File: src/rtl/mem_access_pkg.sv
// Shared encodings, FSM states and request legality check for the data-RAM access unit.
package mem_access_pkg;

  localparam logic [2:0] OP_B  = 3'b000;
  localparam logic [2:0] OP_H  = 3'b001;
  localparam logic [2:0] OP_W  = 3'b010;
  localparam logic [2:0] OP_BU = 3'b100;
  localparam logic [2:0] OP_HU = 3'b101;

  typedef enum logic [1:0] {S_IDLE, S_READ, S_WRITE, S_RESP} state_e;

  // True for an illegal op (incl. unsigned stores) or a misaligned h/w access.
  function automatic logic op_bad(input logic we, input logic [2:0] op, input logic [1:0] lo);
    logic illegal;
    logic misaligned;
    illegal    = (op == 3'b011) || (op[2:1] == 2'b11) || (we && op[2]);
    misaligned = ((op[1:0] == 2'b01) && lo[0]) || ((op[1:0] == 2'b10) && (lo != 2'b00));
    return illegal || misaligned;
  endfunction

endpackage

File: src/rtl/mem_access_unit_if.sv
// Request/response handshake plus word-wide RAM port of the access unit.
interface mem_access_unit_if #(
  parameter int WORD_AW = 5,
  parameter int DATA_W  = 32
);
  logic               req_valid;
  logic               req_ready;
  logic               req_we;
  logic [2:0]         req_op;
  logic [31:0]        req_addr;
  logic [DATA_W-1:0]  req_wdata;
  logic               resp_valid;
  logic               resp_ready;
  logic [DATA_W-1:0]  resp_rdata;
  logic               resp_err;
  logic               mem_write_enable;
  logic [WORD_AW-1:0] mem_addr;
  logic [DATA_W-1:0]  mem_datain;
  logic [DATA_W-1:0]  mem_dataout;

  modport slave (
    input  req_valid, req_we, req_op, req_addr, req_wdata, resp_ready, mem_dataout,
    output req_ready, resp_valid, resp_rdata, resp_err, mem_write_enable, mem_addr, mem_datain
  );

  modport master (
    output req_valid, req_we, req_op, req_addr, req_wdata, resp_ready, mem_dataout,
    input  req_ready, resp_valid, resp_rdata, resp_err, mem_write_enable, mem_addr, mem_datain
  );
endinterface

File: src/rtl/mem_lane_align.sv
// Combinational lane extract (sign/zero extended) and lane merge for sub-word access.
module mem_lane_align
  import mem_access_pkg::*;
(
  input  logic [31:0] i_word,
  input  logic [2:0]  i_op,
  input  logic [1:0]  i_lane,
  input  logic [31:0] i_wdata,
  output logic [31:0] o_rdata,
  output logic [31:0] o_merged
);

  logic [7:0]  w_byte;
  logic [15:0] w_half;

  assign w_half = i_lane[1] ? i_word[31:16] : i_word[15:0];

  // NOTE: every output of an always_comb gets a default first so no path leaves it unassigned (no latch).
  always_comb begin
    w_byte = i_word[7:0];
    case (i_lane)
      2'd1:    w_byte = i_word[15:8];
      2'd2:    w_byte = i_word[23:16];
      2'd3:    w_byte = i_word[31:24];
      default: w_byte = i_word[7:0];
    endcase
  end

  always_comb begin
    o_rdata = i_word;
    case (i_op)
      OP_B:    o_rdata = {{24{w_byte[7]}}, w_byte};
      OP_BU:   o_rdata = {24'd0, w_byte};
      OP_H:    o_rdata = {{16{w_half[15]}}, w_half};
      OP_HU:   o_rdata = {16'd0, w_half};
      default: o_rdata = i_word;
    endcase
  end

  always_comb begin
    o_merged = i_word;
    case (i_op[1:0])
      2'b00: begin
        case (i_lane)
          2'd0: o_merged[7:0]   = i_wdata[7:0];
          2'd1: o_merged[15:8]  = i_wdata[7:0];
          2'd2: o_merged[23:16] = i_wdata[7:0];
          2'd3: o_merged[31:24] = i_wdata[7:0];
          default: ;
        endcase
      end
      2'b01: begin
        if (i_lane[1]) o_merged[31:16] = i_wdata[15:0];
        else           o_merged[15:0]  = i_wdata[15:0];
      end
      default: o_merged = i_wdata;
    endcase
  end

endmodule

File: src/rtl/mem_access_unit.sv
// Single-outstanding load/store controller for the 32-word data RAM;
// sub-word stores are done as read-modify-write.
module mem_access_unit
  import mem_access_pkg::*;
#(
  parameter int WORD_AW = 5,
  parameter int DATA_W  = 32
) (
  input  logic              clk,
  input  logic              rst_n,
  mem_access_unit_if.slave  bus
);

  state_e              r_state;
  state_e              w_next;
  logic                r_we;
  logic [2:0]          r_op;
  logic [WORD_AW+1:0]  r_addr;
  logic [DATA_W-1:0]   r_wdata;
  logic [DATA_W-1:0]   r_word;
  logic [DATA_W-1:0]   r_rdata;
  logic                r_err;

  logic                w_accept;
  logic                w_out_of_range;
  logic                w_req_err;
  logic [DATA_W-1:0]   w_word;
  logic [DATA_W-1:0]   w_extract;
  logic [DATA_W-1:0]   w_merged;

  assign w_accept       = (r_state == S_IDLE) && bus.req_valid;
  assign w_out_of_range = (bus.req_addr >> (WORD_AW + 2)) != 32'd0;
  assign w_req_err      = op_bad(bus.req_we, bus.req_op, bus.req_addr[1:0]) || w_out_of_range;

  // Loads extract straight from the asynchronous RAM output; the merge uses the captured word.
  assign w_word = (r_state == S_READ) ? bus.mem_dataout : r_word;

  mem_lane_align u_lane_align (
    .i_word   (w_word),
    .i_op     (r_op),
    .i_lane   (r_addr[1:0]),
    .i_wdata  (r_wdata),
    .o_rdata  (w_extract),
    .o_merged (w_merged)
  );

  // NOTE: sequential state uses non-blocking assignments so every register samples pre-edge values.
  always_ff @(posedge clk) begin
    if (!rst_n) r_state <= S_IDLE;
    else        r_state <= w_next;
  end

  always_comb begin
    w_next = r_state;
    case (r_state)
      S_IDLE: begin
        if (bus.req_valid) begin
          if (w_req_err)                           w_next = S_RESP;
          else if (bus.req_we && bus.req_op == OP_W) w_next = S_WRITE;
          else                                     w_next = S_READ;
        end
      end
      S_READ:  w_next = r_we ? S_WRITE : S_RESP;
      S_WRITE: w_next = S_RESP;
      S_RESP:  if (bus.resp_ready) w_next = S_IDLE;
      default: w_next = S_IDLE;
    endcase
  end

  always_ff @(posedge clk) begin
    if (!rst_n) begin
      r_we    <= 1'b0;
      r_op    <= 3'd0;
      r_addr  <= '0;
      r_wdata <= '0;
      r_word  <= '0;
      r_rdata <= '0;
      r_err   <= 1'b0;
    end else begin
      if (w_accept) begin
        r_we    <= bus.req_we;
        r_op    <= bus.req_op;
        r_addr  <= bus.req_addr[WORD_AW+1:0];
        r_wdata <= bus.req_wdata;
        r_err   <= w_req_err;
        if (w_req_err) r_rdata <= '0;
      end
      if (r_state == S_READ) begin
        r_word <= bus.mem_dataout;
        if (!r_we) r_rdata <= w_extract;
      end
      if (r_state == S_WRITE) r_rdata <= '0;
    end
  end

  always_comb begin
    bus.req_ready        = 1'b0;
    bus.resp_valid       = 1'b0;
    bus.mem_write_enable = 1'b0;
    bus.mem_datain       = '0;
    case (r_state)
      S_IDLE:  bus.req_ready = 1'b1;
      S_WRITE: begin
        bus.mem_write_enable = 1'b1;
        bus.mem_datain       = w_merged;
      end
      S_RESP:  bus.resp_valid = 1'b1;
      default: ;
    endcase
  end

  assign bus.mem_addr   = r_addr[WORD_AW+1:2];
  assign bus.resp_rdata = r_rdata;
  assign bus.resp_err   = r_err;

endmodule

File: src/flat_wrapper.sv
// flat-port wrapper written by rule: the top's interface ports become plain ports
module mem_access_unit_flat import mem_access_pkg::*;
#(
  parameter int WORD_AW = 5,
  parameter int DATA_W  = 32
)
  (clk, rst_n, bus_req_valid, bus_req_we, bus_req_op, bus_req_addr, bus_req_wdata, bus_resp_ready, bus_mem_dataout, bus_req_ready, bus_resp_valid, bus_resp_rdata, bus_resp_err, bus_mem_write_enable, bus_mem_addr, bus_mem_datain);
  mem_access_unit_if #(.WORD_AW(WORD_AW), .DATA_W(DATA_W)) bus_i ();
  input  logic clk;
  input  logic rst_n;
  input wire logic [$bits(bus_i.req_valid)-1:0] bus_req_valid;
  input wire logic [$bits(bus_i.req_we)-1:0] bus_req_we;
  input wire logic [$bits(bus_i.req_op)-1:0] bus_req_op;
  input wire logic [$bits(bus_i.req_addr)-1:0] bus_req_addr;
  input wire logic [$bits(bus_i.req_wdata)-1:0] bus_req_wdata;
  input wire logic [$bits(bus_i.resp_ready)-1:0] bus_resp_ready;
  input wire logic [$bits(bus_i.mem_dataout)-1:0] bus_mem_dataout;
  output wire logic [$bits(bus_i.req_ready)-1:0] bus_req_ready;
  output wire logic [$bits(bus_i.resp_valid)-1:0] bus_resp_valid;
  output wire logic [$bits(bus_i.resp_rdata)-1:0] bus_resp_rdata;
  output wire logic [$bits(bus_i.resp_err)-1:0] bus_resp_err;
  output wire logic [$bits(bus_i.mem_write_enable)-1:0] bus_mem_write_enable;
  output wire logic [$bits(bus_i.mem_addr)-1:0] bus_mem_addr;
  output wire logic [$bits(bus_i.mem_datain)-1:0] bus_mem_datain;
  assign bus_i.req_valid = bus_req_valid;
  assign bus_i.req_we = bus_req_we;
  assign bus_i.req_op = bus_req_op;
  assign bus_i.req_addr = bus_req_addr;
  assign bus_i.req_wdata = bus_req_wdata;
  assign bus_i.resp_ready = bus_resp_ready;
  assign bus_i.mem_dataout = bus_mem_dataout;
  assign bus_req_ready = bus_i.req_ready;
  assign bus_resp_valid = bus_i.resp_valid;
  assign bus_resp_rdata = bus_i.resp_rdata;
  assign bus_resp_err = bus_i.resp_err;
  assign bus_mem_write_enable = bus_i.mem_write_enable;
  assign bus_mem_addr = bus_i.mem_addr;
  assign bus_mem_datain = bus_i.mem_datain;
  mem_access_unit #(.WORD_AW(WORD_AW), .DATA_W(DATA_W)) u_core (.clk(clk), .rst_n(rst_n), .bus(bus_i));
endmodule
File: config.mk
export PLATFORM = sky130hd
export DESIGN_NAME = mem_access_unit_flat
export DESIGN_NICKNAME = d
export VERILOG_FILES = /design/src/rtl/mem_access_pkg.sv /design/src/rtl/mem_access_unit_if.sv /design/src/rtl/mem_lane_align.sv /design/src/rtl/mem_access_unit.sv /design/src/flat_wrapper.sv
export SDC_FILE = /design/constraint.sdc
export NUM_CORES = 1
export LEC_CHECK = 0
export ABC_AREA = 0
export CAP_MARGIN = 20
export CORE_MARGIN = 8
export CORE_UTILIZATION = 33
export CTS_BUF_LIST = sky130_fd_sc_hd__clkbuf_4
export DETAILED_ROUTE_END_ITERATION = 8
export DONT_BUFFER_PORTS = 1
export PLACE_DENSITY = 0.45
export SLEW_MARGIN = 0
export SYNTH_ARGS = -nofsm -noshare
export SYNTH_HDL_FRONTEND = slang
export SYNTH_HIERARCHICAL = 1
export SYNTH_SLANG_ARGS = --single-unit
File: constraint.sdc
create_clock -name clk -period 4.3 [get_ports clk]
set_input_delay 1.29 -clock clk [delete_from_list [all_inputs] [get_ports clk]]
set_output_delay 1.29 -clock clk [all_outputs]
set_load 0.02 [all_outputs]
==> results by group, run 1 <==
Run status
  – Status: finished clean

Pwr
  – Psw: between 0.0015 and 0.002 W
  – Clock share of power: 0.124
  – Combinational power share: 0.497
  – Total power: 0.003678 W
  – Static leakage: 2.369 nW
  – Power density over the cells: 572.1 nW/um^2
  – Sequential power share: 0.379
  – Int Pwr: 0.002017 W
  – Net Sw Frac: 0.4517
  – Peak supply drop: 0.2022 mV

Yosys
  – Syn. warnings: 6
  – Synth Area in XOR/XNOR: 0
  – Synth Area in Compound Gates: 0.1986
  – Post-Syn Area: 6223 um^2
  – Post-Synthesis Mean Instance Area: 8.354 um^2
  – Cells after Synth: about 750
  – Adder-cell share of the synthesized area: 0.008042
  – Register area share after synthesis: 0.3538
  – Yosys cell types: 56
  – Mux contribution to synthesized area: 0.1108
  – Ys flop type: dfxtp_1
  – Most numerous cell in the Yosys netlist: nand2_1
  – Ys async rst share: 0
  – Area leader, netlist: dfxtp_1
  – Simple-gate area share of the yosys netlist: 0.2706
  – Post-synth top cells: 198 x nand2_1, 110 x dfxtp_1, 70 x and2_1, 47 x mux2_2, 43 x a21boi_0
  – Synthesis-stage register bit count: 110
  – Largest cells by area after synthesis: dfxtp_1 35%, nand2_1 12%, mux2_2 8.5%, and2_1 7.0%, a21boi_0 5.2%
  – Yosys top cell area share: 0.3538
  – Syn_nets: 853
  – Post-synth EDFFs: 0
  – Largest family of logic cells by synthesized area: simple AND/OR/NAND/NOR gates

Layout
  – Final #Nets: 817
  – Multi-input logic area: roughly 3700 um^2
  – Post-route insts no fill: 949
  – Area Overhead vs Synth: 3.297%
  – Fraction of layout cells with a size suffix above 1: 0.1919
  – Filler cells: 1962
  – Sequential cell area: 2203 um^2

Hold path
  – Hold Crit Class: flip-flop to flip-flop

Clocking
  – Clk root buf: clkbuf_4
  – H-tree level count: 3
  – Worst-path clk slew: 160 ps
  – Clock tree buffer depth: 2
  – Clock sink count: 110
  – Clk Latency, worst-skew pair: 490 ps
  – CTS Buf Count: 9
  – CTS tree: done
  – Buffer count from post-CTS setup fixing: 0

Route
  – Vias post-DR: roughly 5000
  – DR iter-0 viols: 323
  – Vias per cell: 5.244
  – Drt wl/cell: ~21 um
  – Routed Antenna Nets: 0
  – Drt drc: 0
  – Routed wire length: 20280 um
  – DR pass1 iterations: 4

STA
  – Worst slew pin tran: 649.4 ps
  – Total negative slack: 0 ps
  – Endpoints failing setup: 0
  – Final hold vios: 0
  – F_max: 0.2470 GHz
  – Clk_skew: 15.45 ps
  – Max-slew violation count: 0
  – Max_slew headroom: 0.5670
  – WHS: roughly 470 ps
  – RSZ-0062 raised after global routing: false
  – Tcrit/Tclk final: 0.9417
  – Final WS setup: approximately 250 ps
  – Post-route minimum period: just over 4000 ps

Worst setup path
  – Arrival @ worst endpoint: 2760 ps
  – CP startpoint kind: flip-flop
  – Crit Path Max Fanout: 20
  – Worst EP required: between 3000 and 4000 ps
  – Setup CP Type: flip-flop to output port
  – Kind of end point of the critical path: output port

Global route
  – Largest net degree at the start of global routing: 83
  – Vias in the first global route: 5117
  – All-Layer GR Usage: 0.1692
  – Initial antenna violation count: 1
  – Gr ovfl total: 0
  – First-pass GRT wire length: between 30000 and 40000 um

Flow run
  – Max-cap violations: 0

Floorplanning
  – Core Rows: 50
  – Boundary pin count: between 150 and 200
  – Chip width: 153.3 um
  – Initial Utilization: 0.3349
  – Die area: 23510 um^2
  – Total core area: 18580 um^2
  – Die H: 153.3 um

Placement
  – Gpl congestion: 0.8513
  – DP Worst Slack: between 400 and 500 ps
  – Post-detail-place hpwl: 15590 um
  – Placed cell count: 932
  – Port bufs: 0
==> flip-flops by register name (all words and copies together), names as in the netlist <==
| register | count |
|---|---|
| u_core/r_state | 2 |
| u_core/bus.resp_rdata | 32 |
| u_core/r_op | 3 |
| u_core/bus.resp_err | 1 |
| u_core/r_word | 32 |
| u_core/r_we | 1 |
| u_core/r_wdata | 32 |
| u_core/r_addr | 7 |
==> metal layers <==
layer  vias to the layer above  global-route usage  share of wire
met3                        29             0.05159          0.070
met1                      2346              0.2068           0.44
li1                       2446                   -              -
met2                       156              0.2703           0.46
met5                         -                   0              0
met4                         0             0.07466          0.026
==> power groups by stage <==
| stage | combinational (W) | clock, W | sequential [W] |
|---|---|---|---|
| after CTS | 0.00183 | 0.000492 | 0.00140 |
| after detailed placement | 0.00182 | 0 | 0.00142 |
| after global routing | 0.00200 | 0.000521 | 0.00142 |
| final | 0.00183 | 0.000455 | 0.00140 |
| after global placement | 0.00177 | 0 | 0.00142 |
| after floorplan | 0.00145 | 0 | 0.00135 |
==> critical path: stages, from the launching register on <==
cell	delay, ps
dfxtp_1	370
inv_1	90
ha_1	170
buf_6	230
mux2_2	420
nor2b_1	140
a21oi_1	120
o21ai_0	160
mux2_2	300
and2_1	230
==> layout by cell type, fill, tap and decap left out, drive strengths merged, types with 3 or more instances in the layout <==
cell type and count:
a21oi 13, a22o 8, a21boi 43, o22ai 5, nand2 208, o22a 4, and4 3, nor2b 10
mux2i 16, a221oi 3, clkbuf 9, dfxtp 110, and2 70, ha 4, nor2 20, mux2 47
nand2b 7, nor4 6, o21ai 57, nor3 4, inv 8, a221o 6, a22oi 14, buf 12
clkinv 6
==> per-stage QoR <==
step | cell area [um^2] | utilization
CTS | 6422 | 0.3457
floorplan | 6223 | -
global route | 6429 | 0.3460
detailed placement | 6315 | 0.3399
finish | 6429 | 0.3460
global placement | 6260 | 0.3369
==> final timing paths <==
check	startpoint	to	slack (ps)	depth (start not counted)
hold / removal	u_core/r_wdata[25]	u_core/r_wdata[25]	470	2
setup reg to reg	u_core/r_state[1]	u_core/bus.resp_rdata[31]	1400	11
hold reg to reg	u_core/r_wdata[25]	u_core/r_wdata[25]	470	2
setup / recovery	u_core/r_state[1]	bus_mem_datain[24]	250	9
==> what timing repair did <==
action	in CTS	in global routing
setup endpoints to repair	0	1
hold endpoints to repair	0	0
gates resized for setup	0	1
hold buffers	0	0
==> area by class of cell <==
cell class / count / share of cell area
sequential: 110 / 0.3427
timing repair buffer: 12 / 0.02083
inverter: 7 / 0.004476
antenna: 1 / 0.0003893
clock inverter: 7 / 0.006228
clock buffer: 9 / 0.01051
tap: 234 / 0.04554
multi-input combinational: 569 / 0.5693
==> cells by family after synthesis <==
kind of cell               count (synthesis)
DFF                                      110
AOI/OAI and AO/OA                        162
buffers and inverters                     66
and+or+nand+nor                          340
muxes                                     63
adders and majority gates                  4
(Power assumes the default switching activity.)
==> run 2, diff against run 1 <==
--- a/config.mk
+++ b/config.mk
@@ -9,7 +9,7 @@
 export CAP_MARGIN = 20
 export CORE_MARGIN = 8
 export CORE_UTILIZATION = 33
-export CTS_BUF_LIST = sky130_fd_sc_hd__clkbuf_4
+export CTS_BUF_LIST = sky130_fd_sc_hd__clkbuf_4 sky130_fd_sc_hd__clkbuf_8
 export DETAILED_ROUTE_END_ITERATION = 8
 export DONT_BUFFER_PORTS = 1
 export PLACE_DENSITY = 0.45
==> results by group, run 2 (synthesized netlist as in run 1, its figures left out) <==
Run status
  – Status: finished clean

Route
  – Drt wl/cell: 21.38 um (about the same)
  – Vias per cell: 5.220 (-0.46%)
  – DR top layer: met4
  – Vias post-DR: 4954 (-0.46%)
  – Met3 WL post-DR: 1413 um (-0.28%)
  – DR iter-0 viols: 283 (-12%)
  – Routed Antenna Nets: 0 (unchanged)
  – Wl on met1: 9012 um (+0.90%)
  – Routed wire length: 20290 um (about the same)
  – Drt drc: 0 (unchanged)
  – DR pass1 iterations: 4 (unchanged)
  – Met2 WL: 9283 um (-1.4%)

Clocking
  – Worst-path clk slew: 100 ps (-60 ps)
  – CTS tree: done
  – CTS Buf Count: 9 (unchanged)
  – H-tree level count: 3 (unchanged)
  – Buffer count from post-CTS setup fixing: 0 (unchanged)
  – Clock sink count: 110 (unchanged)
  – Clock tree buffer depth: 2 (unchanged)
  – Clk Latency, worst-skew pair: 390 ps (-100 ps)
  – Clk root buf: clkbuf_8
  – CTS hold repair buffers: 0 (unchanged)
  – Gates resized, CTS repair: 0 (unchanged)

Floorplanning
  – Total core area: 18580 um^2 (unchanged)
  – Die area: 23510 um^2 (unchanged)
  – Chip width: 153.3 um (unchanged)
  – Core Rows: 50 (unchanged)
  – Die H: 153.3 um (unchanged)
  – Boundary pin count: 177 (unchanged)
  – Initial Utilization: 0.3349 (unchanged)

Pwr
  – Power density over the cells: 586.9 nW/um^2 (+2.6%)
  – Static leakage: 2.402 nW (+1.4%)
  – Total power: 0.003816 W (+3.7%)
  – Psw: 0.001675 W (+0.82%)
  – Int Pwr: 0.002141 W (+6.2%)
  – Combinational power share: 0.478 (-0.019)
  – Peak supply drop: 0.2069 mV (+2.3%)
  – Net Sw Frac: 0.4390 (-0.01273)
  – Clock share of power: 0.157 (+0.033)
  – Sequential power share: 0.366 (-0.013)

STA
  – Total negative slack: 0 ps (unchanged)
  – Endpoints failing setup: 0 (unchanged)
  – RSZ-0062 raised after global routing: false
  – Tcrit/Tclk final: 0.9284 (-0.01331)
  – Clk_skew: 9.636 ps (-5.814 ps)
  – Max_slew headroom: 0.5644 (-0.002620)
  – F_max: 0.2505 GHz (+1.4%)
  – Final hold vios: 0 (unchanged)
  – Max-slew violation count: 0 (unchanged)
  – Worst slew pin tran: 653.4 ps (+3.929 ps)
  – Post-route minimum period: 3992 ps (-57.21 ps)

Layout
  – Commonest non-fill, non-tap cell in the layout: nand2_1
  – Most frequent cells in the layout: 198 x nand2_1, 109 x dfxtp_1, 70 x and2_1, 47 x mux2_2, 43 x a21boi_0
  – Fraction of layout cells with a size suffix above 1: 0.1947 (+0.002801)
  – Final #Nets: 817 (unchanged)
  – Area Overhead vs Synth: 4.463%
  – Finished Core Util: 0.3499 (+0.003906)

Worst setup path
  – Crit-path most repeated cell: buf_4
  – FF-to-FF setup slack: 1350 ps (-50 ps)
  – Reg-to-Reg End: u_core/bus.resp_rdata[31]
  – Worst EP required: 3010 ps (about the same)
  – Setup CP Type: flip-flop to output port
  – CP startpoint: u_core/r_state[1]
  – Kind of end point of the critical path: output port
  – CP max-delay cell: mux2_2
  – Arrival @ worst endpoint: 2700 ps (-60 ps)
  – Worst reg2reg path startpoint: u_core/r_state[1]
  – Cell Chain, Critical Path: inv_1, ha_1, buf_4, buf_4, mux2_2, o22a_1, nor3_1, nor2_1, and2_1
  – Crit Path Max Fanout: 20 (unchanged)
  – CP max stage delay: 440 ps (+20 ps)
  – Number of cells on the worst reg-to-reg path: 11 (unchanged)
  – CP startpoint kind: flip-flop

Hold path
  – Hold depth: 2 (unchanged)
  – Hold Crit Class: flip-flop to flip-flop
  – Hold_sp: u_core/r_wdata[20]
  – WHS Endpoint: u_core/r_wdata[20]

Global route
  – All-Layer GR Usage: 0.1695 (+0.0002382)
  – Largest net degree at the start of global routing: 83 (unchanged)
  – Gr ovfl total: 0 (unchanged)
  – First-pass GRT wire length: 30840 um (+0.27%)
  – Vias in the first global route: 5125 (+0.16%)
  – Initial antenna violation count: 0 (-1)

Flow run
  – Max-cap violations: 0 (unchanged)

Placement
  – Gpl congestion: 0.8513 (unchanged)
  – Port bufs: 0 (unchanged)
  – Post-detail-place hpwl: 15590 um (unchanged)
==> run 2: worst max-delay path by stage <==
| stage | to | slack (ps) | cells after the start |
|---|---|---|---|
| floorplan | bus_mem_datain[31] | 670 | 6 |
| global placement | bus_mem_datain[25] | 470 | 6 |
| detailed placement | bus_mem_datain[25] | 470 | 6 |
| CTS | bus_mem_datain[15] | 260 | 9 |
| global route | bus_mem_datain[27] | 140 | 9 |
| finish | bus_mem_datain[15] | 310 | 9 |
==> run 2: stage by stage <==
| step | worst slack, ps | hold WS (ps) | cells | cell area [um^2] |
|---|---|---|---|---|
| 2_1_floorplan | 666.7 | 439.2 | 745 | 6223 |
| 3_3_place_gp | 466.1 | 448.6 | 930 | 6260 |
| 3_5_place_dp | 466.8 | 457.2 | 932 | 6315 |
| 4_1_cts | 258.7 | 470.5 | 948 | 6499 |
| 5_1_grt | 145.0 | 490.0 | 948 | 6499 |
| 6_report | 308.0 | 468.3 | 949 | 6501 |
==> run 2: worst max-delay path: cells and delay by family, from the launching register on <==
kind	cells	cell delay (ps)
AOI/OAI and AO/OA	1	220
adders and majority gates	1	150
buffers and inverters	3	690
DFF	1	350
muxes	1	440
and+or+nand+nor	3	440
==> run 2: power by group through the flow <==
stage,Combinational (W),Clock (W),Sequential [W]
2_1_floorplan,0.00145,0,0.00135
3_3_place_gp,0.00177,0,0.00142
3_5_place_dp,0.00182,0,0.00142
4_1_cts,0.00183,0.000631,0.00140
5_1_grt,0.00200,0.000666,0.00142
6_report,0.00182,0.000598,0.00140
==> run 2: final cells by class <==
cell class,instances,area [um^2]
Antenna cell,1,2.502
Multi-Input combinational cell,569,3660
Sequential cell,110,2203
Inverter,7,28.78
Clock buffer,11,151.4
Tap cell,234,292.8
Timing Repair Buffer,12,130.1
Clock inverter,5,32.53
Fill cell,1957,12080
==> run 2: metal layers <==
layer / track usage / vias up
met5: 0 / -
met4: 0.07326 / 0
met3: 0.05159 / 33
met2: 0.2705 / 161
met1: 0.2078 / 2314
li1: - / 2446
==> run 3, diff against run 2 <==
--- a/config.mk
+++ b/config.mk
@@ -7,6 +7,7 @@
 export LEC_CHECK = 0
 export ABC_AREA = 0
 export CAP_MARGIN = 20
+export CORE_ASPECT_RATIO = 2
 export CORE_MARGIN = 8
 export CORE_UTILIZATION = 33
 export CTS_BUF_LIST = sky130_fd_sc_hd__clkbuf_4 sky130_fd_sc_hd__clkbuf_8
@@ -18,3 +19,4 @@
 export SYNTH_HDL_FRONTEND = slang
 export SYNTH_HIERARCHICAL = 1
 export SYNTH_SLANG_ARGS = --single-unit
+export TNS_END_PERCENT = 20
==> results by group, run 3 (synthesized netlist as in run 1, its figures left out) <==
Route
  – Vias post-DR: 4959 (+0.10%)
  – DR pass1 iterations: 4 (unchanged)
  – DR iter-0 viols: 246 (-13%)
  – Drt drc: 0 (unchanged)
  – Routed wire length: 20720 um (+2.1%)
  – Drt wl/cell: 22.19 um (+3.8%)
  – Routed Antenna Nets: 0 (unchanged)
  – Vias per cell: 5.309 (+1.7%)

STA
  – Final hold vios: 0 (unchanged)
  – Clk_skew: 12.75 ps (+3.115 ps)
  – Tcrit/Tclk final: 0.9139 (-0.01448)
  – Max_slew headroom: 0.5664 (+0.001980)
  – Worst slew pin tran: 650.4 ps (-2.969 ps)
  – RSZ-0062 raised after global routing: false
  – F_max: 0.2545 GHz (+1.6%)
  – Max-slew violation count: 0 (unchanged)
  – Total negative slack: 0 ps (unchanged)
  – Post-route minimum period: 3930 ps (-62.25 ps)
  – Endpoints failing setup: 0 (unchanged)

Layout
  – Fraction of layout cells with a size suffix above 1: 0.1935 (-0.001129)
  – Post-route insts no fill: 934 (-1.6%)
  – Most frequent cells in the layout: 198 x nand2_1, 109 x dfxtp_1, 70 x and2_1, 47 x mux2_2, 43 x a21boi_0
  – Commonest non-fill, non-tap cell in the layout: nand2_1
  – Final #Nets: 817 (unchanged)
  – Filler cells: 2013 (+2.9%)
  – Area Overhead vs Synth: 4.946%

Clocking
  – Clk Latency, worst-skew pair: 380 ps (about the same)
  – Gates resized, CTS repair: 0 (unchanged)
  – CTS hold repair buffers: 0 (unchanged)
  – CTS Buf Count: 9 (unchanged)
  – Worst-path clk slew: 100 ps (about the same)
  – Clk root buf: clkbuf_8
  – Clock sink count: 110 (unchanged)
  – H-tree level count: 3 (unchanged)
  – Buffer count from post-CTS setup fixing: 0 (unchanged)
  – CTS tree: done
  – Clock tree buffer depth: 2 (unchanged)

Placement
  – Gpl congestion: 0.9182 (+7.9%)
  – Placed cell count: 916 (-1.7%)
  – Post-detail-place hpwl: 16270 um (+4.3%)
  – Port bufs: 0 (unchanged)

Floorplanning
  – Core Rows: 71 (+42%)
  – Total core area: 18660 um^2 (+0.40%)
  – Boundary pin count: 177 (unchanged)
  – Chip width: 113.1 um (-26%)
  – Initial Utilization: 0.3336 (-0.001348)
  – Die area: 23780 um^2 (+1.1%)
  – Die H: 210.2 um (+37%)

Worst setup path
  – CP startpoint kind: flip-flop
  – Worst reg2reg path startpoint: u_core/r_state[1]
  – Arrival @ worst endpoint: 2640 ps (-60 ps)
  – FF-to-FF setup slack: 1700 ps (+350 ps)
  – Worst EP required: 3010 ps (about the same)
  – Setup CP Type: flip-flop to output port
  – Kind of end point of the critical path: output port
  – CP startpoint: u_core/r_state[1]
  – Crit Path Max Fanout: 33 (+65%)

Pwr
  – Power density over the cells: 603.0 nW/um^2 (+2.7%)
  – Static leakage: 2.413 nW (+0.47%)
  – Peak supply drop: 0.2292 mV (+11%)

Hold path
  – Hold Crit Class: flip-flop to flip-flop
  – Hold_sp: u_core/r_we

Global route
  – Vias in the first global route: 5073 (-1.0%)
  – Initial antenna violation count: 2 (+2)
  – First-pass GRT wire length: 30850 um (about the same)
  – Gr ovfl total: 0 (unchanged)
  – Largest net degree at the start of global routing: 83 (unchanged)
  – All-Layer GR Usage: 0.1710 (+0.001514)

Flow run
  – Max-cap violations: 0 (unchanged)

Run status
  – Status: finished clean
## run 3: worst max-delay path: stages, from the launching register on
cell,delay [ps]
dfxtp_1,350
inv_1,90
ha_1,210
buf_12,230
mux2_2,440
nor2b_1,160
a21oi_1,120
o21ai_0,130
mux2_2,280
and2_1,230
## run 3: through the flow
step | instance area (um^2) | util | power (W) | hold slack (ps) | setup slack (ps)
floorplan | 6223 | - | 0.002800 | 439.2 | 666.7
global placement | 6246 | 0.3348 | 0.003212 | 446.0 | 529.2
detailed placement | 6289 | 0.3371 | 0.003274 | 454.7 | 498.9
CTS | 6499 | 0.3484 | 0.003975 | 469.7 | 369.5
global route | 6531 | 0.3501 | 0.004190 | 489.2 | 268.4
finish | 6531 | 0.3501 | 0.003939 | 466.2 | 370.3
## run 3: final cells by class
cell class | count | area (um^2) | share of cell area
flip-flops and latches | 110 | 2203 | 0.3374
repair buffers | 12 | 150.1 | 0.02299
inverters | 7 | 28.78 | 0.004406
multi-input cells | 569 | 3660 | 0.5603
clock buffers | 9 | 123.9 | 0.01897
well taps | 219 | 274.0 | 0.04195
clock inverters | 6 | 86.33 | 0.01322
diodes | 2 | 5.005 | 0.0007663
## run 3: per-layer routing
layer	GRT usage	part of all wire	vias up
li1	-	-	2439
met1	0.1721	0.37	2312
met2	0.3123	0.53	163
met3	0.03411	0.045	45
met4	0.1092	0.051	0
met5	0	0	-
## run 3: worst paths after layout
| check | end | cells after the start |
|---|---|---|
| worst max-delay path | bus_mem_datain[27] | 9 |
| worst min-delay path | u_core/r_we | 2 |
| worst min register to register | u_core/r_we | 2 |
| worst max register to register | u_core/bus.resp_rdata[27] | 10 |
## run 3: where the power goes
part	leakage (nW)	internal (W)	switching (W)
clock network	0.105	0.000325	0.000366
registers	0.897	0.00120	0.000201
logic	1.41	0.000711	0.00113
